**config.mk**
```make
export PLATFORM = sky130hd
export DESIGN_NAME = mem_stage_lsu
export DESIGN_NICKNAME = d
export VERILOG_FILES = /design/src/rtl/mem_stage_lsu_pkg.sv /design/src/rtl/mem_stage_lsu_load_extract.sv /design/src/rtl/mem_stage_lsu.sv
export SDC_FILE = /design/constraint.sdc
export NUM_CORES = 1
export LEC_CHECK = 0
export CORE_MARGIN = 2
export CORE_UTILIZATION = 47
export DETAILED_ROUTE_END_ITERATION = 12
export PLACE_DENSITY = 0.86
export SYNTH_ARGS = -nofsm -noshare
export SYNTH_HDL_FRONTEND = slang
export SYNTH_SLANG_ARGS = --single-unit
```
**constraint.sdc**
```tcl
create_clock -name clk -period 6.3 [get_ports clk]
set_input_delay 1.26 -clock clk [delete_from_list [all_inputs] [get_ports clk]]
set_output_delay 1.26 -clock clk [all_outputs]
set_load 0.02 [all_outputs]
```
**src/rtl/mem_stage_lsu_pkg.sv**
```systemverilog
// mem_stage_lsu_pkg: load-type codes, stall polarity and widths shared by the MEM stage.
package mem_stage_lsu_pkg;
  typedef enum logic [2:0] {
    LD_LB  = 3'd0,
    LD_LBU = 3'd1,
    LD_LH  = 3'd2,
    LD_LHU = 3'd3,
    LD_LW  = 3'd4
  } ld_type_e;
  localparam logic STOP        = 1'b1;
  localparam int   STALL_W_DEF = 6;
  localparam int   STALL_MEM   = 3;
  localparam int   STALL_WB    = 4;
  localparam int   DATA_W      = 32;
  localparam int   CNT_W       = 3;
endpackage

```
**src/rtl/mem_stage_lsu_load_extract.sv**
```systemverilog
// load_extract: byte/halfword lane select with sign or zero extension.
module load_extract
  import mem_stage_lsu_pkg::*;
(
  input  logic [DATA_W-1:0] word,
  input  logic [1:0]        addr_lo,
  input  logic [2:0]        ld_type,
  output logic [DATA_W-1:0] data
);
  logic [7:0]  b;
  logic [15:0] h;
  always_comb begin
    b    = word[{addr_lo, 3'b000} +: 8];
    h    = addr_lo[1] ? word[31:16] : word[15:0];
    data = ld_type == LD_LB  ? {{24{b[7]}}, b} :
           ld_type == LD_LBU ? {24'b0, b} :
           ld_type == LD_LH  ? {{16{h[15]}}, h} :
           ld_type == LD_LHU ? {16'b0, h} : word;
  end
endmodule

```
**src/rtl/mem_stage_lsu.sv**
```systemverilog
// mem_stage_lsu: MEM pipeline register that waits out the data-SRAM read
// latency, buffers completed load data across stalls and extracts the result.
module mem_stage_lsu
  import mem_stage_lsu_pkg::*;
#(
  parameter int RD_LAT  = 1,
  parameter int PC_W    = 32,
  parameter int RA_W    = 5,
  parameter int STALL_W = STALL_W_DEF
) (
  input  logic               clk,
  input  logic               rst,
  input  logic [STALL_W-1:0] stall,
  input  logic               ex_valid,
  input  logic [PC_W-1:0]    ex_pc,
  input  logic               ex_load,
  input  logic [2:0]         ex_ld_type,
  input  logic [1:0]         ex_addr_lo,
  input  logic               ex_rf_we,
  input  logic [RA_W-1:0]    ex_rf_waddr,
  input  logic [DATA_W-1:0]  ex_result,
  input  logic [DATA_W-1:0]  data_sram_rdata,
  output logic [PC_W-1:0]    wb_pc,
  output logic               wb_rf_we,
  output logic [RA_W-1:0]    wb_rf_waddr,
  output logic [DATA_W-1:0]  wb_rf_wdata,
  output logic               fwd_we,
  output logic [RA_W-1:0]    fwd_waddr,
  output logic [DATA_W-1:0]  fwd_wdata,
  output logic               fwd_ld_pending,
  output logic               stallreq_mem
);
  logic              valid, load, rf_we, held, busy, cap, bub, unused;
  logic [2:0]        ld_type;
  logic [1:0]        addr_lo;
  logic [RA_W-1:0]   rf_waddr;
  logic [DATA_W-1:0] result, hold_data, ext, wdata;
  logic [PC_W-1:0]   pc;
  logic [CNT_W-1:0]  wait_cnt;
  assign busy   = valid && load && wait_cnt != '0;
  assign cap    = stall[STALL_MEM] != STOP && !busy;
  assign bub    = stall[STALL_MEM] == STOP && stall[STALL_WB] != STOP && !busy;
  assign unused = &{1'b0, stall};
  always_ff @(posedge clk) begin
    if (rst) begin
      valid     <= 1'b0;
      pc        <= '0;
      load      <= 1'b0;
      ld_type   <= '0;
      addr_lo   <= '0;
      rf_we     <= 1'b0;
      rf_waddr  <= '0;
      result    <= '0;
      wait_cnt  <= '0;
      hold_data <= '0;
      held      <= 1'b0;
    end else if (cap) begin
      valid     <= ex_valid;
      pc        <= ex_pc;
      load      <= ex_load;
      ld_type   <= ex_ld_type;
      addr_lo   <= ex_addr_lo;
      rf_we     <= ex_rf_we;
      rf_waddr  <= ex_rf_waddr;
      result    <= ex_result;
      wait_cnt  <= ex_valid && ex_load ? CNT_W'(RD_LAT) : '0;
      held      <= 1'b0;
    end else if (bub) begin
      valid     <= 1'b0;
      pc        <= '0;
      load      <= 1'b0;
      ld_type   <= '0;
      addr_lo   <= '0;
      rf_we     <= 1'b0;
      rf_waddr  <= '0;
      result    <= '0;
      wait_cnt  <= '0;
      held      <= 1'b0;
    end else begin
      wait_cnt <= busy ? wait_cnt - 1'b1 : wait_cnt;
      // first ACTIVE cycle of a stalled load: keep the word the SRAM returned
      if (valid && load && !busy && !held) begin
        hold_data <= data_sram_rdata;
        held      <= 1'b1;
      end
    end
  end
  load_extract u_extract (
    .word    (held ? hold_data : data_sram_rdata),
    .addr_lo (addr_lo),
    .ld_type (ld_type),
    .data    (ext)
  );
  assign wdata          = load ? ext : result;
  assign wb_pc          = pc;
  assign wb_rf_we       = valid && rf_we && !busy;
  assign wb_rf_waddr    = rf_waddr;
  assign wb_rf_wdata    = wdata;
  assign fwd_we         = wb_rf_we;
  assign fwd_waddr      = rf_waddr;
  assign fwd_wdata      = wdata;
  assign fwd_ld_pending = busy;
  assign stallreq_mem   = busy;
endmodule

```
**After elaboration in Yosys (flattened, before gate mapping)**

Index checks and enable logic that the tools add are counted.

- Add/sub/neg operators: 1
- Eq/ne operators: 3
- Shift-type cells: 1
- Multiplexer cells: 24
- Bitwise operators: 4
- Reductions and logical operators: 18

Operators with widths:

| operator | count |
|---|---|
| $mux 32 | 9 |
| $shiftx 32x6->8 | 1 |
| $mux 16 | 1 |
| $mux 3 | 5 |
| $logic_and 1x1->1 | 10 |
| $mux 5 | 2 |
| $eq 3x2->1 const B | 2 |
| $reduce_bool 3->1 | 2 |
| $mux 1 | 5 |
| $mux 2 | 2 |
| $not 1->1 | 4 |
| $eq 3x1->1 const B | 1 |
| $logic_not 3->1 | 1 |
| $reduce_and 3->1 | 1 |
| $reduce_or 3->1 | 1 |
| $sub 3x1->3 const B | 1 |
| $logic_not 1->1 | 2 |
| $reduce_bool 2->1 | 1 |

- Register bits: 113
- Output and inout port bits: 110

**Logic depth before layout (Yosys ltp)**

Gate-level depths: netlist of run 1.

- Depth after elaboration: 7
- Gate-level depth with buffers: 9
- Mapped depth without buffers: 7

**Hierarchy**

From an unflattened synthesis of run 1, not the netlist that was laid out.

- Cells, all modules: 558
- Area, all modules: 5865.6 sq um

By module, submodules not included:

| module | times used | cells an instance | area each (sq um) | sequential area each (sq um) |
|---|---|---|---|---|
| mem_stage_lsu | 1 | 461 | 5036.1 | 2262.2 |
| load_extract | 1 | 97 | 829.5 | 0.0 |

**Worst setup path before layout of run 1**

No wires, ideal clock.

- Kind: input -> output
- Start: input port data_sram_rdata[31]
- End: output port wb_rf_wdata[23]
- Arrival time: 2715 ps
- Slack: 2325 ps
- Cell stages on the path: 5
- Path through: mux4_2 nor4b_2 a211oi_1 o21ai_0 buf_4

- Longest elaborated chain between the ends: 6
- Elaborated cells between the ends (all ways): 7

Ends and longest elaborated chain:

| element | line | RTL |
|---|---|---|
| start, declared | mem_stage_lsu.sv:22 | `input logic [DATA_W-1:0] data_sram_rdata,` |
| $mux 32 (*) | mem_stage_lsu.sv:89 | `.word (held ? hold_data : data_sram_rdata),` |
| parallel branches: the longest is 3 deep, another holds $shiftx 32x6->8 | - |  |
| $mux 32 (*) | mem_stage_lsu_load_extract.sv:15 | `data = ld_type == LD_LB ? {{24{b[7]}}, b} :` |
| $mux 32 (*) | mem_stage_lsu.sv:94 | `assign wdata = load ? ext : result;` |
| end, declared | mem_stage_lsu.sv:26 | `output logic [DATA_W-1:0] wb_rf_wdata,` |

Mark *: on every way between the ends.

**Worst setup path after layout of run 1**

- Start: input port data_sram_rdata[31]
- End: output port fwd_wdata[17]

- Longest elaborated chain between the ends: 6
- Elaborated cells between the ends (all ways): 7

Ends and longest elaborated chain:

| element | line | RTL |
|---|---|---|
| $mux 32 (*) | mem_stage_lsu.sv:89 |  |
| parallel branches: the longest is 3 deep, another holds $shiftx 32x6->8 | - |  |
| $mux 32 (*) | mem_stage_lsu_load_extract.sv:15 |  |
| $mux 32 (*) | mem_stage_lsu.sv:94 |  |
| end, declared | mem_stage_lsu.sv:29 | `output logic [DATA_W-1:0] fwd_wdata,` |

Marked as above.

==> results of run 1 <==
## how the worst min path moves through the flow
| stage | slack, ns | depth (start not counted) | to | start |
|---|---|---|---|---|
| 2_1_floorplan | 0.41 | 1 | wait_cnt[0]$_SDFFE_PP0P_ | wait_cnt[0]$_SDFFE_PP0P_ |
| 3_3_place_gp | 0.42 | 1 | wait_cnt[0]$_SDFFE_PP0P_ | wait_cnt[0]$_SDFFE_PP0P_ |
| 3_5_place_dp | 0.45 | 1 | wait_cnt[0]$_SDFFE_PP0P_ | wait_cnt[0]$_SDFFE_PP0P_ |
| 4_1_cts | 0.45 | 1 | wait_cnt[0]$_SDFFE_PP0P_ | wait_cnt[0]$_SDFFE_PP0P_ |
| 5_1_grt | 0.48 | 1 | wait_cnt[0]$_SDFFE_PP0P_ | wait_cnt[0]$_SDFFE_PP0P_ |
| 6_report | 0.46 | 1 | wait_cnt[0]$_SDFFE_PP0P_ | wait_cnt[0]$_SDFFE_PP0P_ |
## state kept, by name, indices dropped and copies added, names as in the netlist, 2 cells and up
name	flops
fwd_waddr	5
addr_lo	2
result	32
wb_pc	32
hold_data	32
ld_type	3
wait_cnt	3
## power groups by stage
| stage | clock, mW | sequential (mW) | combinational (mW) |
|---|---|---|---|
| 4_1_cts | 1.05 | 0.762 | 0.383 |
| 2_1_floorplan | 0 | 0.783 | 0.196 |
| 5_1_grt | 1.08 | 0.765 | 0.403 |
| 6_report | 1.04 | 0.762 | 0.383 |
| 3_3_place_gp | 0 | 0.775 | 0.373 |
| 3_5_place_dp | 0 | 0.776 | 0.379 |
## cell usage in the layout (no fill, tap or decap), types with 3 or more instances in the layout
master,netlist,layout
bufinv_16,0,5
nand3b_1,9,9
mux4_2,21,21
a21oi_1,51,50
a211oi_1,3,3
nand2_2,10,10
nor2_1,27,27
o21ai_0,3,3
a41oi_1,6,6
a31oi_1,10,10
mux4_1,3,3
clkbuf_16,0,17
dfxtp_1,113,112
clkdlybuf4s50_1,0,222
mux2i_1,17,17
a22oi_1,7,7
inv_1,8,8
nand3_1,16,16
o22a_1,6,6
nand2_1,82,82
a22o_1,82,82
clkbuf_1,21,3
buf_4,41,7
## layer usage
metal  global-route usage (%)  vias up  routed length [µm]  part of all wire, %
met5                        0        -                   0                    0
met4                     10.7        0                 406                  2.2
met3                     6.83       34                1640                  9.1
met2                     44.8      330                8870                   49
met1                     35.8     2542                7160                   40
li1                         -     2462                   -                    -
## metrics by stage
stage                     std cells  power, mW
after floorplan                 590      0.978
after global placement          877       1.15
after detailed placement        877       1.16
after CTS                       908       2.19
after global routing            909       2.25
final                           909       2.18
## layout make-up
class / instances / area, µm² / share of cell area (%)
antenna: 1 / 2.50 / 0.0302
clock inverter: 10 / 184 / 2.22
tap: 147 / 184 / 2.22
multi-input combinational: 380 / 2900 / 35.0
inverter: 8 / 30.0 / 0.362
clock buffer: 21 / 450 / 5.44
timing repair buffer: 229 / 2270 / 27.4
sequential: 113 / 2260 / 27.3
## worst max-delay path: stages
cell and delay (ns):
clkdlybuf4s50_1 0.47, mux4_2 0.48, nand2b_4 0.18, a32oi_4 0.63
nand2_1 0.18, clkdlybuf4s50_1 0.59
## cell families (layout without fill, tap and decap cells)
group           Yosys count  in the layout  share of synthesized area, %
buf+inv                  97            268                          9.88
other cells               0              1                             0
compound gates          176            176                          23.5
flops                   113            113                          39.7
simple gates            160            160                          13.6
fa+ha+maj                 2              2                         0.439
mux                      42             42                          12.9
==> impl_results.md, run 1 <==
- Run status: completed
- Average wire per standard cell: 19.9 µm
- Initial antenna violation count: 1
- Setup TNS: 0 ns
- Sequential fraction of the synthesis area: 39.7%
- RR Startpoint: load$_SDFFE_PP0P_
- Syn_nets: 709
- Post-CTS sizing: 0
- Unrepaired setup endpoints after global routing: false
- CTS tree: done
- Worst-skew pair later-pin latency: 0.42 ns
- # port buffers: 222
- Worst clock skew: 0.00576 ns
- Largest net degree at the start of global routing: 51
- Gate power share: 17.6%
- Vias in the first global route: 5280
- Final Hold Fails: 0
- Finished Core Util: 69.6%
- Syn_area_per_cell: 9.66 µm²
- Via-to-Cell Ratio: 5.91
- Fin area: 8290 µm²
- Path depth of the worst reg2reg path: 4
- Post-Syn Area: 5700 µm²
- Maximum vdd drop: 0.152 mV
- GRT Overall Usage: 27.7%
- Routability cong.: 0.934
- Via count: 5368
- WP data arrival: 3.80 ns
- P_int: 1.65 mW
- HP Class: register to register
- Post-route ant nets: 0
- Static leakage: 3.04 nW
- Final Max Slew Viols: 0
- Die Y: 114 µm
- Initial Utilization: 47.8%
- Worst reg2reg path endpoint: wb_pc[31]$_SDFFE_PP0P_
- Rows: 40
- Final wirelength: 18.1 mm
- # Post-CTS Setup Buffers: 0
- DP Wirelength: 12.5 mm
- Cell Pwr Density: 263 nW/µm²
- Register-to-register setup slack: 3.41 ns
- Yosys reg bits: 113
- Clock Path Buffers: 2
- Setup WS pre-CTS: 1.27 ns
- Ys async rst share: 0%
- DR iter-0 viols: 583
- Most common cell in the netlist: dfxtp_1
- H-tree depth: 4
- # DRC: 0
- Pre-Repair DR Iteration Count: 5
- Nets@finish: 868
- CTS Buf Count: 17
- Fillers: 887
- Relative slew slack: 16.6%
- Most instantiated cells after synthesis: 113 x dfxtp_1, 82 x a22o_1, 82 x nand2_1
- Worst Setup EP: fwd_wdata[17]
- Ranking of synthesized cells by area: dfxtp_1 40%, a22o_1 13%, mux4_2 8.3%, buf_4 5.4%, nand2_1 5.4%
- CP Capture Type: output port
- I/O pin cnt: 227
- Final Cycle Share: 80.4%
- Cell variety after synth: 46
- Flop pwr share: 34.9%
- FMAX: 198 MHz
- First-pass GRT wire length: 27.9 mm
- Post-cts hold buffer count: 0
- Switch Pwr: 0.529 mW
- Max-Cap Viols: 0
- Endpoints failing setup: 0
- Clock group share of total power: 47.5%
- Worst Max-Slew Pin Slew: 1.25 ns
- Reg clk slew, reported paths: 0.05 ns
- Synth Instances: 590
- Main synth FF type: dfxtp_1
- Die area: 13000 µm²
- Launch point of the worst path: data_sram_rdata[31]
- Final Critical Period: 5.06 ns
- Core ar.: 11900 µm²
- Crit Path Class: primary input to output port
- Critical Path Source Type: primary input
- Die width: 114 µm
- Layout cell share with drive strength beyond 1: 10.4%
- Top cell type's share of synthesized area: 39.7%
- CTS sink count: 113
- Switch share: 24.2%
- Total congestion overflow: 0
- Hold Slack: 0.462 ns
- Warnings from Yosys: 0
- Post-synthesis to final-layout area growth: 45.5%
- Yosys top cell by area: dfxtp_1
- Final WS setup: 1.24 ns
- Placed standard-cell area: 7650 µm²
- EDFF count, synth: 0
- CTS root buffer: clkbuf_16
- CP required: 5.04 ns
- Worst-path fanout max: 14
Power figures use the tool's default switching activity.
==> inputs of run 2 (changes only) <==
- CORE_UTILIZATION: 47 -> 40
- PLACE_DENSITY: 0.86 -> 0.78
- clock period: 6.3 -> 4.1 ns (I/O delays scaled with it)
==> impl_results.md, run 2 (synthesis results as in run 1) <==
- Run status: completed
- Crit Path Class: primary input to output port
- Average wire per standard cell: 18.5 µm
- Fillers: 1181
- Nets@finish: 878
- Post-route ant nets: 0
- Most frequent CP cell: clkdlybuf4s50_1
- Final Max Slew Viols: 0
- Hold Slack: 0.462 ns
- Reg clk slew, reported paths: 0.05 ns
- # DRC: 0
- Via count: 5346
- Clock Path Buffers: 2
- CTS root buffer: clkbuf_16
- Max-Cap Viols: 0
- Routability cong.: 0.840
- I/O pin cnt: 227
- First-pass GRT wire length: 27.0 mm
- Worst clock skew: 0.00599 ns
- Hold path depth: 1
- DP Wirelength: 12.8 mm
- Die area: 15200 µm²
- CTS sink count: 113
- Endpoints failing setup: 0
- Total congestion overflow: 0
- H-tree depth: 4
- Most frequent cells in the layout: 222 x clkdlybuf4s50_1, 112 x dfxtp_1, 82 x nand2_1, 82 x a22o_1, 50 x a21oi_1
- CTS tree: done
- DR iter-0 viols: 439
- Unrepaired setup endpoints after global routing: false
- WP data arrival: 3.10 ns
- Multi-input gate area: 2900 µm²
- Layout cell share with drive strength beyond 1: 10.7%
- Register-to-register setup slack: 1.87 ns
- CTS Buf Count: 17
- GRT Overall Usage: 23.0%
- Final Critical Period: 3.92 ns
- Worst-skew pair later-pin latency: 0.41 ns
- Setup TNS: 0 ns
- Vias in the first global route: 5210
- Critical path cell sequence: clkdlybuf4s50_1 -> mux4_2 -> and2_1 -> a2111oi_0 -> a211oi_1 -> clkdlybuf4s50_1
- Fin area: 8290 µm²
- Relative slew slack: 27.7%
- CP Capture Type: output port
- Maximum vdd drop: 0.272 mV
- Die Y: 123 µm
- Die width: 123 µm
- Final Cycle Share: 95.7%
- Worst-path fanout max: 3
- Cell Pwr Density: 367 nW/µm²
- Most common cell after layout, fill and taps aside: clkdlybuf4s50_1
- Rows: 43
- CP required: 3.28 ns
- # port buffers: 222
- Area occupied by registers: 2260 µm²
- Static leakage: 3.03 nW
- Pre-Repair DR Iteration Count: 6
- Post-cts hold buffer count: 0
- Via-to-Cell Ratio: 5.64
- Critical Path Source Type: primary input
- Final Hold Fails: 0
- # Post-CTS Setup Buffers: 0
- HP Class: register to register
- Largest net degree at the start of global routing: 44
- ANT cells: 0
- Core ar.: 13900 µm²
- Placed standard-cell area: 7780 µm²
- Post-CTS sizing: 0
- FMAX: 255 MHz
- Max stage delay on crit path: 0.58 ns
- Final wirelength: 17.6 mm
- Post-synthesis to final-layout area growth: 45.4%
- Worst Max-Slew Pin Slew: 1.08 ns
- Initial Utilization: 41.0%
- Path depth of the worst reg2reg path: 6
- Crit-path slowest cell: clkdlybuf4s50_1
- Initial antenna violation count: 0
[run 2: cell count changes in the layout (fill, tap and decap cells not counted), sizes merged]
| cell | before | now |
|---|---|---|
| buf | 7 | 17 |
| bufinv | 5 | 0 |
| clkbuf | 21 | 28 |
| clkinv | 3 | 0 |
| clkinvlp | 2 | 0 |
| diode | 1 | 0 |
[run 2: area by class of cell]
class                           instances  share of cell area, %
Multi-Input combinational cell        380                   35.0
Clock buffer                           28                   6.12
Tap cell                              180                   2.72
Timing Repair Buffer                  239                   28.5
Sequential cell                       113                   27.3
Inverter                                8                  0.362
[run 2: stage by stage]
stage | cells | worst slack, ns | utilization [%] | power (mW)
final | 948 | 0.176 | 59.7 | 3.04
after global routing | 948 | 0.0398 | 59.7 | 3.15
after CTS | 948 | 0.153 | 59.7 | 3.06
after detailed placement | 920 | 0.153 | 56.0 | 1.78
after global placement | 920 | 0.222 | 56.0 | 1.78
after floorplan | 590 | 1.01 | - | 1.50
[run 2: path summary, 6_finish.rpt]
| path | endpoint | startpoint |
|---|---|---|
| setup reg to reg | hold_data[20]$_SDFFE_PP0P_ | wait_cnt[0]$_SDFFE_PP0P_ |
| hold reg to reg | wait_cnt[0]$_SDFFE_PP0P_ | wait_cnt[0]$_SDFFE_PP0P_ |
| hold / removal | wait_cnt[0]$_SDFFE_PP0P_ | wait_cnt[0]$_SDFFE_PP0P_ |
| setup / recovery | wb_rf_wdata[0] | data_sram_rdata[8] |
[run 2: metal layers]
layer | part of all wire, % | vias up | GRT usage [%]
met5 | 0 | - | 0
met4 | 2.6 | 0 | 10.9
met3 | 9.1 | 32 | 6.09
met2 | 47 | 285 | 35.8
met1 | 41 | 2554 | 29.8
li1 | - | 2475 | -
[run 2: report_power, final]
part           switching [mW]  internal (mW)  total [mW]
logic                   0.275          0.321       0.596
clock network           0.456          0.821        1.28
registers              0.0301           1.14        1.17
[run 2: critical path: cells and delay by family]
kind                   cells  cell delay, ns
AND/OR/NAND/NOR            1            0.16
AO/OA/AOI/OAI              2            0.62
multiplexers               1            0.46
buffers and inverters      2            1.05
==> inputs of run 3 (changes only) <==
- CAP_MARGIN: not set -> 10
==> results of run 3 <==
Final layout, timing and power as in run 2 (identical DEF).
